[src/rtl/imm_extend_if.sv]
// imm_extend_if: instruction-in / immediate-out handshake bundle for imm_extend_pipe
interface imm_extend_if #(parameter int XLEN = 32);
  logic            flush;
  logic            in_valid;
  logic            in_ready;
  logic [31:0]     in_instr;
  logic [2:0]      in_immsrc;
  logic            out_valid;
  logic            out_ready;
  logic [XLEN-1:0] out_imm;
  logic            out_err;
  modport master (
    output flush, in_valid, in_instr, in_immsrc, out_ready,
    input  in_ready, out_valid, out_imm, out_err
  );
  modport slave (
    input  flush, in_valid, in_instr, in_immsrc, out_ready,
    output in_ready, out_valid, out_imm, out_err
  );
endinterface

[src/rtl/imm_extend_pipe.sv]
// imm_extend_pipe: one-cycle immediate extender behind a two-entry skid buffer
// Optional error counter enabled by macro IMM_EXTEND_ERR_CNT_EN.
module imm_extend_pipe #(
  parameter int XLEN = 32
) (
  input logic clk,
  input logic rst_n,
  imm_extend_if.slave bus
`ifdef IMM_EXTEND_ERR_CNT_EN
  ,
  output logic [15:0] err_count
`endif
);
  localparam logic [1:0] EMPTY = 2'd0;
  localparam logic [1:0] ONE   = 2'd1;
  localparam logic [1:0] FULL  = 2'd2;
  logic [1:0]      state_q, state_d;
  logic            in_ready_q, in_ready_d;
  logic [XLEN-1:0] main_imm_q, main_imm_d, skid_imm_q, skid_imm_d, ext_imm;
  logic            main_err_q, main_err_d, skid_err_q, skid_err_d, ext_err;
  logic            accept, drain;
  logic            unused_opcode;
  assign unused_opcode = ^bus.in_instr[6:0];
  always_comb begin
    ext_imm = '0;
    case (bus.in_immsrc)
      3'b000:  ext_imm = XLEN'($signed(bus.in_instr[31:20]));
      3'b001:  ext_imm = XLEN'($signed({bus.in_instr[31:25], bus.in_instr[11:7]}));
      3'b010:  ext_imm = XLEN'($signed({bus.in_instr[31], bus.in_instr[7], bus.in_instr[30:25],
                                        bus.in_instr[11:8], 1'b0}));
      3'b011:  ext_imm = XLEN'($signed({bus.in_instr[31], bus.in_instr[19:12], bus.in_instr[20],
                                        bus.in_instr[30:21], 1'b0}));
      3'b100:  ext_imm = XLEN'($signed({bus.in_instr[31:12], 12'b0}));
      3'b101:  ext_imm = XLEN'(XLEN == 64 ? bus.in_instr[25:20] : {1'b0, bus.in_instr[24:20]});
      3'b110:  ext_imm = XLEN'(bus.in_instr[19:15]);
      default: ext_imm = '0;
    endcase
  end
  assign ext_err = bus.in_immsrc == 3'b111;
  assign accept  = bus.in_valid && in_ready_q;
  assign drain   = state_q != EMPTY && bus.out_ready;
  always_comb begin
    state_d    = state_q;
    main_imm_d = main_imm_q;
    main_err_d = main_err_q;
    skid_imm_d = skid_imm_q;
    skid_err_d = skid_err_q;
    if (bus.flush) state_d = EMPTY;
    else case (state_q)
      EMPTY: if (accept) begin
        state_d    = ONE;
        main_imm_d = ext_imm;
        main_err_d = ext_err;
      end
      ONE: if (accept && drain) begin
        main_imm_d = ext_imm;
        main_err_d = ext_err;
      end else if (accept) begin
        state_d    = FULL;
        skid_imm_d = ext_imm;
        skid_err_d = ext_err;
      end else if (drain) state_d = EMPTY;
      FULL: if (drain) begin
        state_d    = ONE;
        main_imm_d = skid_imm_q;
        main_err_d = skid_err_q;
      end
      default: state_d = EMPTY;
    endcase
    in_ready_d = state_d != FULL;
  end
  always_ff @(posedge clk or negedge rst_n) begin
    if (!rst_n) begin
      state_q    <= EMPTY;
      in_ready_q <= 1'b0;
      main_imm_q <= '0;
      main_err_q <= 1'b0;
      skid_imm_q <= '0;
      skid_err_q <= 1'b0;
    end else begin
      state_q    <= state_d;
      in_ready_q <= in_ready_d;
      main_imm_q <= main_imm_d;
      main_err_q <= main_err_d;
      skid_imm_q <= skid_imm_d;
      skid_err_q <= skid_err_d;
    end
  end
  assign bus.in_ready  = in_ready_q;
  assign bus.out_valid = state_q != EMPTY;
  assign bus.out_imm   = main_imm_q;
  assign bus.out_err   = main_err_q;
`ifdef IMM_EXTEND_ERR_CNT_EN
  logic [15:0] err_count_q, err_count_d;
  assign err_count_d = bus.flush ? 16'd0 :
                       (drain && main_err_q && err_count_q != 16'hFFFF) ? err_count_q + 16'd1 :
                       err_count_q;
  always_ff @(posedge clk or negedge rst_n) begin
    if (!rst_n) err_count_q <= 16'd0;
    else        err_count_q <= err_count_d;
  end
  assign err_count = err_count_q;
`endif
endmodule

[src/flat_wrapper.sv]
// flat-port wrapper written by rule: the top's interface ports become plain ports
module imm_extend_pipe_flat 
#(
  parameter int XLEN = 32
)
  (clk, rst_n, bus_flush, bus_in_valid, bus_in_instr, bus_in_immsrc, bus_out_ready, bus_in_ready, bus_out_valid, bus_out_imm, bus_out_err);
  imm_extend_if #(.XLEN(XLEN)) bus_i ();
  input logic clk;
  input logic rst_n;
  input wire logic [$bits(bus_i.flush)-1:0] bus_flush;
  input wire logic [$bits(bus_i.in_valid)-1:0] bus_in_valid;
  input wire logic [$bits(bus_i.in_instr)-1:0] bus_in_instr;
  input wire logic [$bits(bus_i.in_immsrc)-1:0] bus_in_immsrc;
  input wire logic [$bits(bus_i.out_ready)-1:0] bus_out_ready;
  output wire logic [$bits(bus_i.in_ready)-1:0] bus_in_ready;
  output wire logic [$bits(bus_i.out_valid)-1:0] bus_out_valid;
  output wire logic [$bits(bus_i.out_imm)-1:0] bus_out_imm;
  output wire logic [$bits(bus_i.out_err)-1:0] bus_out_err;
  assign bus_i.flush = bus_flush;
  assign bus_i.in_valid = bus_in_valid;
  assign bus_i.in_instr = bus_in_instr;
  assign bus_i.in_immsrc = bus_in_immsrc;
  assign bus_i.out_ready = bus_out_ready;
  assign bus_in_ready = bus_i.in_ready;
  assign bus_out_valid = bus_i.out_valid;
  assign bus_out_imm = bus_i.out_imm;
  assign bus_out_err = bus_i.out_err;
  imm_extend_pipe #(.XLEN(XLEN)) u_core (.clk(clk), .rst_n(rst_n), .bus(bus_i));
endmodule
[config.mk]
export PLATFORM = sky130hd
export DESIGN_NAME = imm_extend_pipe_flat
export DESIGN_NICKNAME = d
export VERILOG_FILES = /design/src/rtl/imm_extend_if.sv /design/src/rtl/imm_extend_pipe.sv /design/src/flat_wrapper.sv
export SDC_FILE = /design/constraint.sdc
export NUM_CORES = 1
export LEC_CHECK = 0
export BUFFER_PORTS_ARGS = -buffer_cell sky130_fd_sc_hd__buf_2
export CAP_MARGIN = 25
export CORE_UTILIZATION = 40
export CTS_BUF_LIST = sky130_fd_sc_hd__clkbuf_4 sky130_fd_sc_hd__clkbuf_8
export DETAILED_ROUTE_END_ITERATION = 10
export SYNTH_ARGS = -nofsm -noshare
export SYNTH_HDL_FRONTEND = slang
export SYNTH_SLANG_ARGS = --single-unit
[constraint.sdc]
create_clock -name clk -period 3.4 [get_ports clk]
set_clock_uncertainty 0.05 [all_clocks]
set_input_delay 0 -clock clk [delete_from_list [all_inputs] [get_ports clk]]
set_output_delay 0 -clock clk [all_outputs]
set_load 0.02 [all_outputs]
==> results_tabular.tex, run 1 <==
\begin{tabular}{lr}
\hline
Metric & Value \\
\hline
\multicolumn{2}{l}{\textbf{Finish}} \\
Final instance count without filler cells & 562 \\
Layout fillers & 854 \\
Ant. Diodes & 0 \\
Leading cell type in the layout, fill and taps excluded & sky130\_fd\_sc\_hd\_\_dfrtp\_1 \\
Final Core Density & 0.498 \\
Highest-count cells in the layout ignoring fill and taps & sky130\_fd\_sc\_hd\_\_dfrtp\_1 (69), sky130\_fd\_sc\_hd\_\_buf\_2 (67), sky130\_fd\_sc\_hd\_\_nand2\_1 (48) \\
Fraction of final layout cells with drive strength greater than 1 & 0.242 \\
Post-Layout Inst Area & 0.00432 sq mm \\
Total Nets Final & between 400 and 500 \\
Layout overhead on the synthesized area & 20.7\% \\
\multicolumn{2}{l}{\textbf{Floorplan}} \\
Area of the core region & 0.00868 sq mm \\
Initial Util & 0.412 \\
Core Rows & 34 \\
Die footprint & slightly above 0.009 sq mm \\
Vertical die dimension & 96.6 microns \\
Chip width & 96.6 microns \\
Number of placed I/O pins & 75 \\
\multicolumn{2}{l}{\textbf{Yosys}} \\
Number of flops mapped to enable cells by yosys & 0 \\
Synth cell types & 52 \\
Cell area after technology mapping & between 0.003 and 0.004 sq mm \\
Number of standard cells after synthesis & 381 \\
Top FF cell, synth & sky130\_fd\_sc\_hd\_\_dfrtp\_1 \\
Number of warning messages in the yosys log & 0 \\
Post-synthesis sequential element count & 69 \\
Post-synth ARST share & 1.00 \\
Total nets after synthesis & 421 \\
Fraction of the yosys area taken by sequential cells & 0.482 \\
Syn\_area\_per\_cell & roughly 9.4 sq um \\
\multicolumn{2}{l}{\textbf{GRT}} \\
Number of global-route vias before repair & 2826 \\
Initial antenna violation count & 0 \\
Total Routing Usage GR & 0.192 \\
Aggregate global routing overflow & 0 \\
Largest net degree at the start of global routing & 35 \\
First-pass GRT wire length & 14400 microns \\
\multicolumn{2}{l}{\textbf{Worst setup path}} \\
Top cell family by delay on the critical path & simple AND/OR/NAND/NOR gates \\
Most prevalent standard cell on the critical path & sky130\_fd\_sc\_hd\_\_buf\_4 \\
Startpoint-to-endpoint class of the critical path & reg2reg \\
CP max stage delay & approximately 0.50 ns \\
Critical path launch point type & flip-flop \\
Cells along the critical path & and3b\_1 -> nand3b\_1 -> buf\_4 -> buf\_4 -> nand2\_1 -> o21ai\_0 \\
Register-to-register setup slack & around 1.2 ns \\
Largest fanout on the critical path & 24 \\
Worst reg2reg path depth & 6 \\
Highest-delay cell along the critical path & sky130\_fd\_sc\_hd\_\_nand3b\_1 \\
Data arrival, critical path & around 2.4 ns \\
Crit Reg-Reg Startpoint & u\_core.state\_q[1]\$\_DFF\_PN0\_ \\
Required time at the endpoint of the critical path & 3.57 ns \\
Critical path buffer and inverter count & 2 \\
Endpoint of the most critical register-to-register path & u\_core.skid\_imm\_q[21]\$\_DFFE\_PN0P\_ \\
Type of element capturing the critical path & flip-flop \\
\multicolumn{2}{l}{\textbf{Timing}} \\
Max-slew headroom at the worst pin & 0.389 \\
Minimum clock period after layout & about 2.2 ns \\
Worst hold slack after final layout & between 0.01 and 0.015 ns \\
Setup TNS & 0 ns \\
Worst slew pin tran & 0.916 ns \\
Setup repair after global routing missed its margin & false \\
Maximum clock frequency & 451 MHz \\
Setup violations, final & 0 \\
Slew Viols, Final & 0 \\
Final hold violations & 0 \\
Final critical-path share of the clock period & 0.652 \\
Setup slack of the critical path after layout & 1.18 ns \\
\multicolumn{2}{l}{\textbf{Clock network}} \\
Deepest level of the CTS H-tree & 3 \\
Hold Buf Count CTS & 14 \\
Worst-Skew Late Latency & 0.35 ns \\
CTS tree & built \\
TritonCTS Buffers & 9 \\
Post-CTS Resized & 0 \\
Sinks on Clock Net & 69 \\
Clock slew at the register clock pins of the worst setup and hold paths & 0.07 ns \\
Number of buffers added for setup after CTS & 0 \\
CTS Root Buffer Type & sky130\_fd\_sc\_hd\_\_clkbuf\_8 \\
Max Buffers Root-to-Sink & 2 \\
\multicolumn{2}{l}{\textbf{Hold path}} \\
Worst Hold Endpoint & u\_core.skid\_imm\_q[23]\$\_DFFE\_PN0P\_ \\
Min-Delay Path Depth & 3 \\
Hold Crit Start & bus\_in\_instr[23] \\
Tightest Hold Check Type & in2reg \\
\multicolumn{2}{l}{\textbf{Placed design}} \\
Sum of net half-perimeters after detailed placement & 5830 microns \\
Buffers added on ports & 67 \\
Dpl ws & 1.17 ns \\
Area after detailed placement & 0.00394 sq mm \\
Cells after DPL & 533 \\
Placer Congestion & 0.767 \\
\multicolumn{2}{l}{\textbf{Pwr}} \\
Static leakage power & 2.08 nW \\
Worst IR Drop VDD & between 0.2 and 0.25 mV \\
Power per cell area & roughly 560 mW/mm\^{}2 \\
Total chip power & 2.42 mW \\
\multicolumn{2}{l}{\textbf{Status}} \\
Status & completed \\
\multicolumn{2}{l}{\textbf{Drt}} \\
Post-DR vias/cell & approximately 5.3 \\
Count of unresolved DRC violations after routing & 0 \\
Total length of routed wires & 8510 microns \\
1st-pass router iterations & 4 \\
Post-route antenna net violation count & 0 \\
Average wire per cell in the routed design & 15.1 microns \\
First DRT Iteration DRCs & 206 \\
Vias after detailed routing & 2999 \\
\multicolumn{2}{l}{\textbf{Flow run}} \\
Max-cap viol count & 0 \\
\hline
\end{tabular}
-- worst max-delay path by stage --
stage                                             start  cells after the start                                  to  slack, ns
after floorplan           u_core.bus.in_ready$_DFF_PN0_                      4  u_core.bus.out_imm[21]$_DFFE_PN0P_       1.84
after global placement      u_core.state_q[1]$_DFF_PN0_                      6   u_core.skid_imm_q[21]$_DFFE_PN0P_       1.20
after detailed placement    u_core.state_q[1]$_DFF_PN0_                      6   u_core.skid_imm_q[26]$_DFFE_PN0P_       1.17
after CTS                   u_core.state_q[1]$_DFF_PN0_                      6   u_core.skid_imm_q[21]$_DFFE_PN0P_       1.16
after global routing        u_core.state_q[1]$_DFF_PN0_                      6   u_core.skid_imm_q[22]$_DFFE_PN0P_       0.99
final                       u_core.state_q[1]$_DFF_PN0_                      6   u_core.skid_imm_q[21]$_DFFE_PN0P_       1.18
-- worst min-delay path, cell delays in order --
cell and delay [ns]:
sky130_fd_sc_hd__buf_2 0.11, sky130_fd_sc_hd__a21oi_1 0.09, sky130_fd_sc_hd__o21ai_0 0.16
-- routing by layer --
metal | track usage | routed length [microns]
met2 | 0.290 | 3830
met3 | 0.0361 | 377
met1 | 0.272 | 4180
met4 | 0.0792 | 127
met5 | 0 | 0
-- flip-flops by register name, summed over array words and instances (netlist names) --
signal	cells
u_core.skid_imm_q	32
u_core.skid_err_q	1
u_core.bus.out_err	1
u_core.bus.out_imm	32
u_core.bus.in_ready	1
u_core.state_q	2
-- power breakdown --
group          leakage (nW)  switching [mW]  internal (mW)
logic                  1.09           0.318          0.231
registers             0.886          0.0844          0.988
clock network         0.108           0.319          0.483
total                  2.08           0.722           1.70
-- layout make-up --
| class | count | area (sq um) | area share |
|---|---|---|---|
| multi-input cells | 277 | 1670 | 0.387 |
| well taps | 108 | 135 | 0.0313 |
| repair buffers | 89 | 536 | 0.124 |
| clock buffers | 9 | 124 | 0.0287 |
| clock inverters | 6 | 113 | 0.0261 |
| flip-flops and latches | 69 | 1730 | 0.400 |
| inverters | 4 | 15.0 | 0.00348 |
-- logic make-up after synthesis --
group                     synth area share
AOI/OAI and AO/OA                    0.246
and+or+nand+nor                      0.153
DFF                                  0.482
buffers and inverters               0.0507
muxes                               0.0661
xor gates and xnor gates           0.00245
-- Yosys cell counts, types with 2 or more instances --
cell type	count	area, sq um
sky130_fd_sc_hd__a221oi_1	4	35.0
sky130_fd_sc_hd__nand2b_1	8	50.1
sky130_fd_sc_hd__o22a_1	6	52.6
sky130_fd_sc_hd__nand2_1	48	180
sky130_fd_sc_hd__inv_1	3	11.3
sky130_fd_sc_hd__clkbuf_1	7	26.3
sky130_fd_sc_hd__and3_1	3	18.8
sky130_fd_sc_hd__mux2_2	5	56.3
sky130_fd_sc_hd__a22o_1	6	52.6
sky130_fd_sc_hd__a21o_1	5	37.5
sky130_fd_sc_hd__nor2_1	35	131
sky130_fd_sc_hd__o21ai_0	41	205
sky130_fd_sc_hd__o221ai_1	6	52.6
sky130_fd_sc_hd__nand3_1	3	15.0
sky130_fd_sc_hd__a31oi_1	4	25.0
sky130_fd_sc_hd__buf_2	19	95.1
sky130_fd_sc_hd__a2111oi_0	2	17.5
sky130_fd_sc_hd__nor2b_1	6	37.5
sky130_fd_sc_hd__a211o_1	2	17.5
sky130_fd_sc_hd__and2b_1	3	22.5
sky130_fd_sc_hd__mux2_4	8	120
sky130_fd_sc_hd__dfrtp_1	69	1730
sky130_fd_sc_hd__o31a_1	3	26.3
sky130_fd_sc_hd__a21oi_1	43	215
sky130_fd_sc_hd__a211oi_1	2	15.0
sky130_fd_sc_hd__mux2i_1	6	60.1
sky130_fd_sc_hd__buf_6	3	33.8
sky130_fd_sc_hd__nor4_1	3	18.8
sky130_fd_sc_hd__o21ai_1	5	25.0
(Power assumes the default switching activity.)
==> run 2: changes to the inputs <==
Clock period 3.4 ns to 1.8 ns, I/O delays scaled along.
==> run 2 against run 1 <==
- register-to-register slack lost 1.1 ns
- global-route usage up 0.40 points
- non-clock buffer count grew 3
- flip-flop and latch count unchanged
- sequential share of layout area down 0.34 points
- clock power increased by 53%
- via count stayed put
- largest power group unchanged
- highest routed layer unchanged
==> results_tabular.tex, run 2 (synthesis gave the netlist of run 1 again) <==
\begin{tabular}{lr}
\hline
Metric & Value \\
\hline
\multicolumn{2}{l}{\textbf{Status}} \\
Status & completed \\
\multicolumn{2}{l}{\textbf{Pwr}} \\
Net Sw Power & 1.37 mW (+90\%) \\
Switch share & 0.317 (+0.0193) \\
Static leakage power & 2.10 nW (+0.86\%) \\
Worst IR Drop VDD & 0.531 mV (+130\%) \\
Internal & 2.95 mW (+73\%) \\
Part of the total power dissipated in sequential elements & 0.470 (+0.028) \\
Relative contribution of the clock network to total power & 0.284 (-0.047) \\
Fraction of power consumed by combinational cells & 0.246 (+0.019) \\
Power per cell area & 991 mW/mm\^{}2 (+77\%) \\
Total chip power & 4.32 mW (+78\%) \\
\multicolumn{2}{l}{\textbf{Clock network}} \\
Max Buffers Root-to-Sink & 2 (unchanged) \\
Worst-Skew Late Latency & 0.35 ns (about the same) \\
Post-CTS Resized & 0 (unchanged) \\
Sinks on Clock Net & 69 (unchanged) \\
CTS tree & built \\
Deepest level of the CTS H-tree & 3 (unchanged) \\
Clock slew at the register clock pins of the worst setup and hold paths & 0.08 ns (about the same) \\
CTS Root Buffer Type & sky130\_fd\_sc\_hd\_\_clkbuf\_8 \\
TritonCTS Buffers & 9 (unchanged) \\
\multicolumn{2}{l}{\textbf{Floorplan}} \\
Vertical die dimension & 96.6 microns (unchanged) \\
Chip width & 96.6 microns (unchanged) \\
Number of placed I/O pins & 75 (unchanged) \\
Core Rows & 34 (unchanged) \\
Area of the core region & 0.00868 sq mm (unchanged) \\
Die footprint & 0.00933 sq mm (unchanged) \\
Initial Util & 0.412 (unchanged) \\
\multicolumn{2}{l}{\textbf{Finish}} \\
Layout overhead on the synthesized area & 21.7\% \\
Ant. Diodes & 0 (unchanged) \\
Post-Layout Inst Area & 0.00436 sq mm (+0.87\%) \\
Fraction of final layout cells with drive strength greater than 1 & 0.247 (+0.00497) \\
Total Nets Final & 493 (+0.61\%) \\
Final instance count without filler cells & 565 (+0.53\%) \\
Leading cell type in the layout, fill and taps excluded & sky130\_fd\_sc\_hd\_\_dfrtp\_1 \\
Final Core Density & 0.502 (+0.00433) \\
Highest-count cells in the layout ignoring fill and taps & sky130\_fd\_sc\_hd\_\_dfrtp\_1 (69), sky130\_fd\_sc\_hd\_\_buf\_2 (67), sky130\_fd\_sc\_hd\_\_nand2\_1 (48) \\
\multicolumn{2}{l}{\textbf{Worst setup path}} \\
Crit Reg-Reg Startpoint & u\_core.state\_q[0]\$\_DFF\_PN0\_ \\
Worst reg2reg path depth & 5 (-1) \\
Register-to-register setup slack & 0.09 ns (-1.09 ns) \\
Critical path buffer and inverter count & 1 (-1) \\
Critical path launch point type & flip-flop \\
Required time at the endpoint of the critical path & 1.97 ns (-1.60 ns) \\
Endpoint of the most critical register-to-register path & u\_core.state\_q[0]\$\_DFF\_PN0\_ \\
Startpoint-to-endpoint class of the critical path & reg2reg \\
Number of stages on the worst setup path & 5 (-1) \\
Highest-delay cell along the critical path & sky130\_fd\_sc\_hd\_\_dlygate4sd3\_1 \\
Data arrival, critical path & 1.88 ns (-0.51 ns) \\
Top cell family by delay on the critical path & buffers and inverters \\
Type of element capturing the critical path & flip-flop \\
Cells along the critical path & nand2b\_1 -> xnor2\_1 -> a2bb2oi\_1 -> nor2\_1 -> dlygate4sd3\_1 \\
Largest fanout on the critical path & 6 (-75\%) \\
CP max stage delay & 0.55 ns (+0.05 ns) \\
\multicolumn{2}{l}{\textbf{Placed design}} \\
Area after detailed placement & 0.00403 sq mm (+2.2\%) \\
Cells after DPL & 536 (+0.56\%) \\
Dpl ws & 0.0543 ns (-1.11 ns) \\
Sum of net half-perimeters after detailed placement & 5850 microns (+0.36\%) \\
Placer Congestion & 0.788 (+2.7\%) \\
Buffers added on ports & 67 (unchanged) \\
\multicolumn{2}{l}{\textbf{Hold path}} \\
Hold Crit Start & bus\_in\_instr[23] \\
Min-Delay Path Depth & 3 (unchanged) \\
Worst Hold Endpoint & u\_core.skid\_imm\_q[23]\$\_DFFE\_PN0P\_ \\
Tightest Hold Check Type & in2reg \\
\multicolumn{2}{l}{\textbf{GRT}} \\
Initial antenna violation count & 0 (unchanged) \\
Aggregate global routing overflow & 0 (unchanged) \\
Total Routing Usage GR & 0.196 (+0.00398) \\
Largest net degree at the start of global routing & 66 (+89\%) \\
Number of global-route vias before repair & 2844 (+0.64\%) \\
First-pass GRT wire length & 14700 microns (+2.3\%) \\
\multicolumn{2}{l}{\textbf{Drt}} \\
Post-route antenna net violation count & 0 (unchanged) \\
Average wire per cell in the routed design & 15.5 microns (+2.5\%) \\
1st-pass router iterations & 4 (unchanged) \\
Vias after detailed routing & 2999 (unchanged) \\
Total length of routed wires & 8770 microns (+3.0\%) \\
Count of unresolved DRC violations after routing & 0 (unchanged) \\
First DRT Iteration DRCs & 140 (-32\%) \\
Post-DR vias/cell & 5.31 (-0.53\%) \\
\multicolumn{2}{l}{\textbf{Timing}} \\
Setup repair after global routing missed its margin & false \\
Setup slack of the critical path after layout & 0.0923 ns (-1.09 ns) \\
Slew Viols, Final & 0 (unchanged) \\
Setup violations, final & 0 (unchanged) \\
Worst slew pin tran & 0.845 ns (-0.0708 ns) \\
Max-slew headroom at the worst pin & 0.434 (+0.0447) \\
Minimum clock period after layout & 1.71 ns (-0.510 ns) \\
Final hold violations & 0 (unchanged) \\
Setup TNS & 0 ns (unchanged) \\
Worst hold slack after final layout & 0.0159 ns (+0.00184 ns) \\
Maximum clock frequency & 586 MHz (+30\%) \\
Final critical-path share of the clock period & 0.949 (+0.296) \\
\multicolumn{2}{l}{\textbf{Flow run}} \\
Max-cap viol count & 0 (unchanged) \\
\hline
\end{tabular}
## run 2: cell count changes in the layout (fill, tap and decap cells not counted), sizes merged
cell / before / now
buf: 75 / 78
bufinv: 3 / 1
clkinvlp: 3 / 4
clkinv: 0 / 1
## run 2: power by group through the flow
| stage | sequential (mW) | clock (mW) | combinational (mW) |
|---|---|---|---|
| 2_1_floorplan | 2.22 | 0 | 0.509 |
| 3_3_place_gp | 2.05 | 0 | 1.02 |
| 5_1_grt | 2.08 | 1.34 | 1.17 |
| 3_5_place_dp | 2.06 | 0 | 1.04 |
| 6_report | 2.03 | 1.23 | 1.06 |
| 4_1_cts | 2.03 | 1.26 | 1.07 |
## run 2: worst reg2reg max path, cell delays in order, from the launching register on
cell and delay (ns):
sky130_fd_sc_hd__dfrtp_1 0.43, sky130_fd_sc_hd__nand2b_1 0.17, sky130_fd_sc_hd__xnor2_1 0.14, sky130_fd_sc_hd__a2bb2oi_1 0.19, sky130_fd_sc_hd__nor2_1 0.06, sky130_fd_sc_hd__dlygate4sd3_1 0.55
## run 2: final cells by class
cell class	count	area, sq um
clock buffer	9	124
clock inverter	6	65.1
fill	852	4320
inverter	4	15.0
multi-input combinational	277	1670
sequential	69	1730
tap	108	135
timing repair buffer	92	621
## run 2: worst max path at each step
stage                                        startpoint                            endpoint  slack [ns]
after floorplan           u_core.bus.in_ready$_DFF_PN0_  u_core.bus.out_imm[21]$_DFFE_PN0P_        0.24
after global placement                 bus_in_immsrc[2]  u_core.bus.out_imm[30]$_DFFE_PN0P_        0.08
after detailed placement               bus_in_immsrc[2]  u_core.bus.out_imm[29]$_DFFE_PN0P_        0.05
after CTS                   u_core.state_q[0]$_DFF_PN0_         u_core.state_q[0]$_DFF_PN0_        0.12
after global routing        u_core.state_q[0]$_DFF_PN0_         u_core.state_q[0]$_DFF_PN0_        0.02
final                       u_core.state_q[0]$_DFF_PN0_         u_core.state_q[0]$_DFF_PN0_        0.09
## run 2: what timing repair did
action	CTS	global route
buffers inserted	0	0
hold endpoints to repair	72	0
hold buffers	14	0
## run 2: per-layer routing
layer	vias to the layer above	GRT usage	share of wire
li1	1506	-	-
met1	1430	0.272	0.49
met2	54	0.304	0.47
met3	9	0.0441	0.033
met4	0	0.0643	0.013
met5	-	0	0
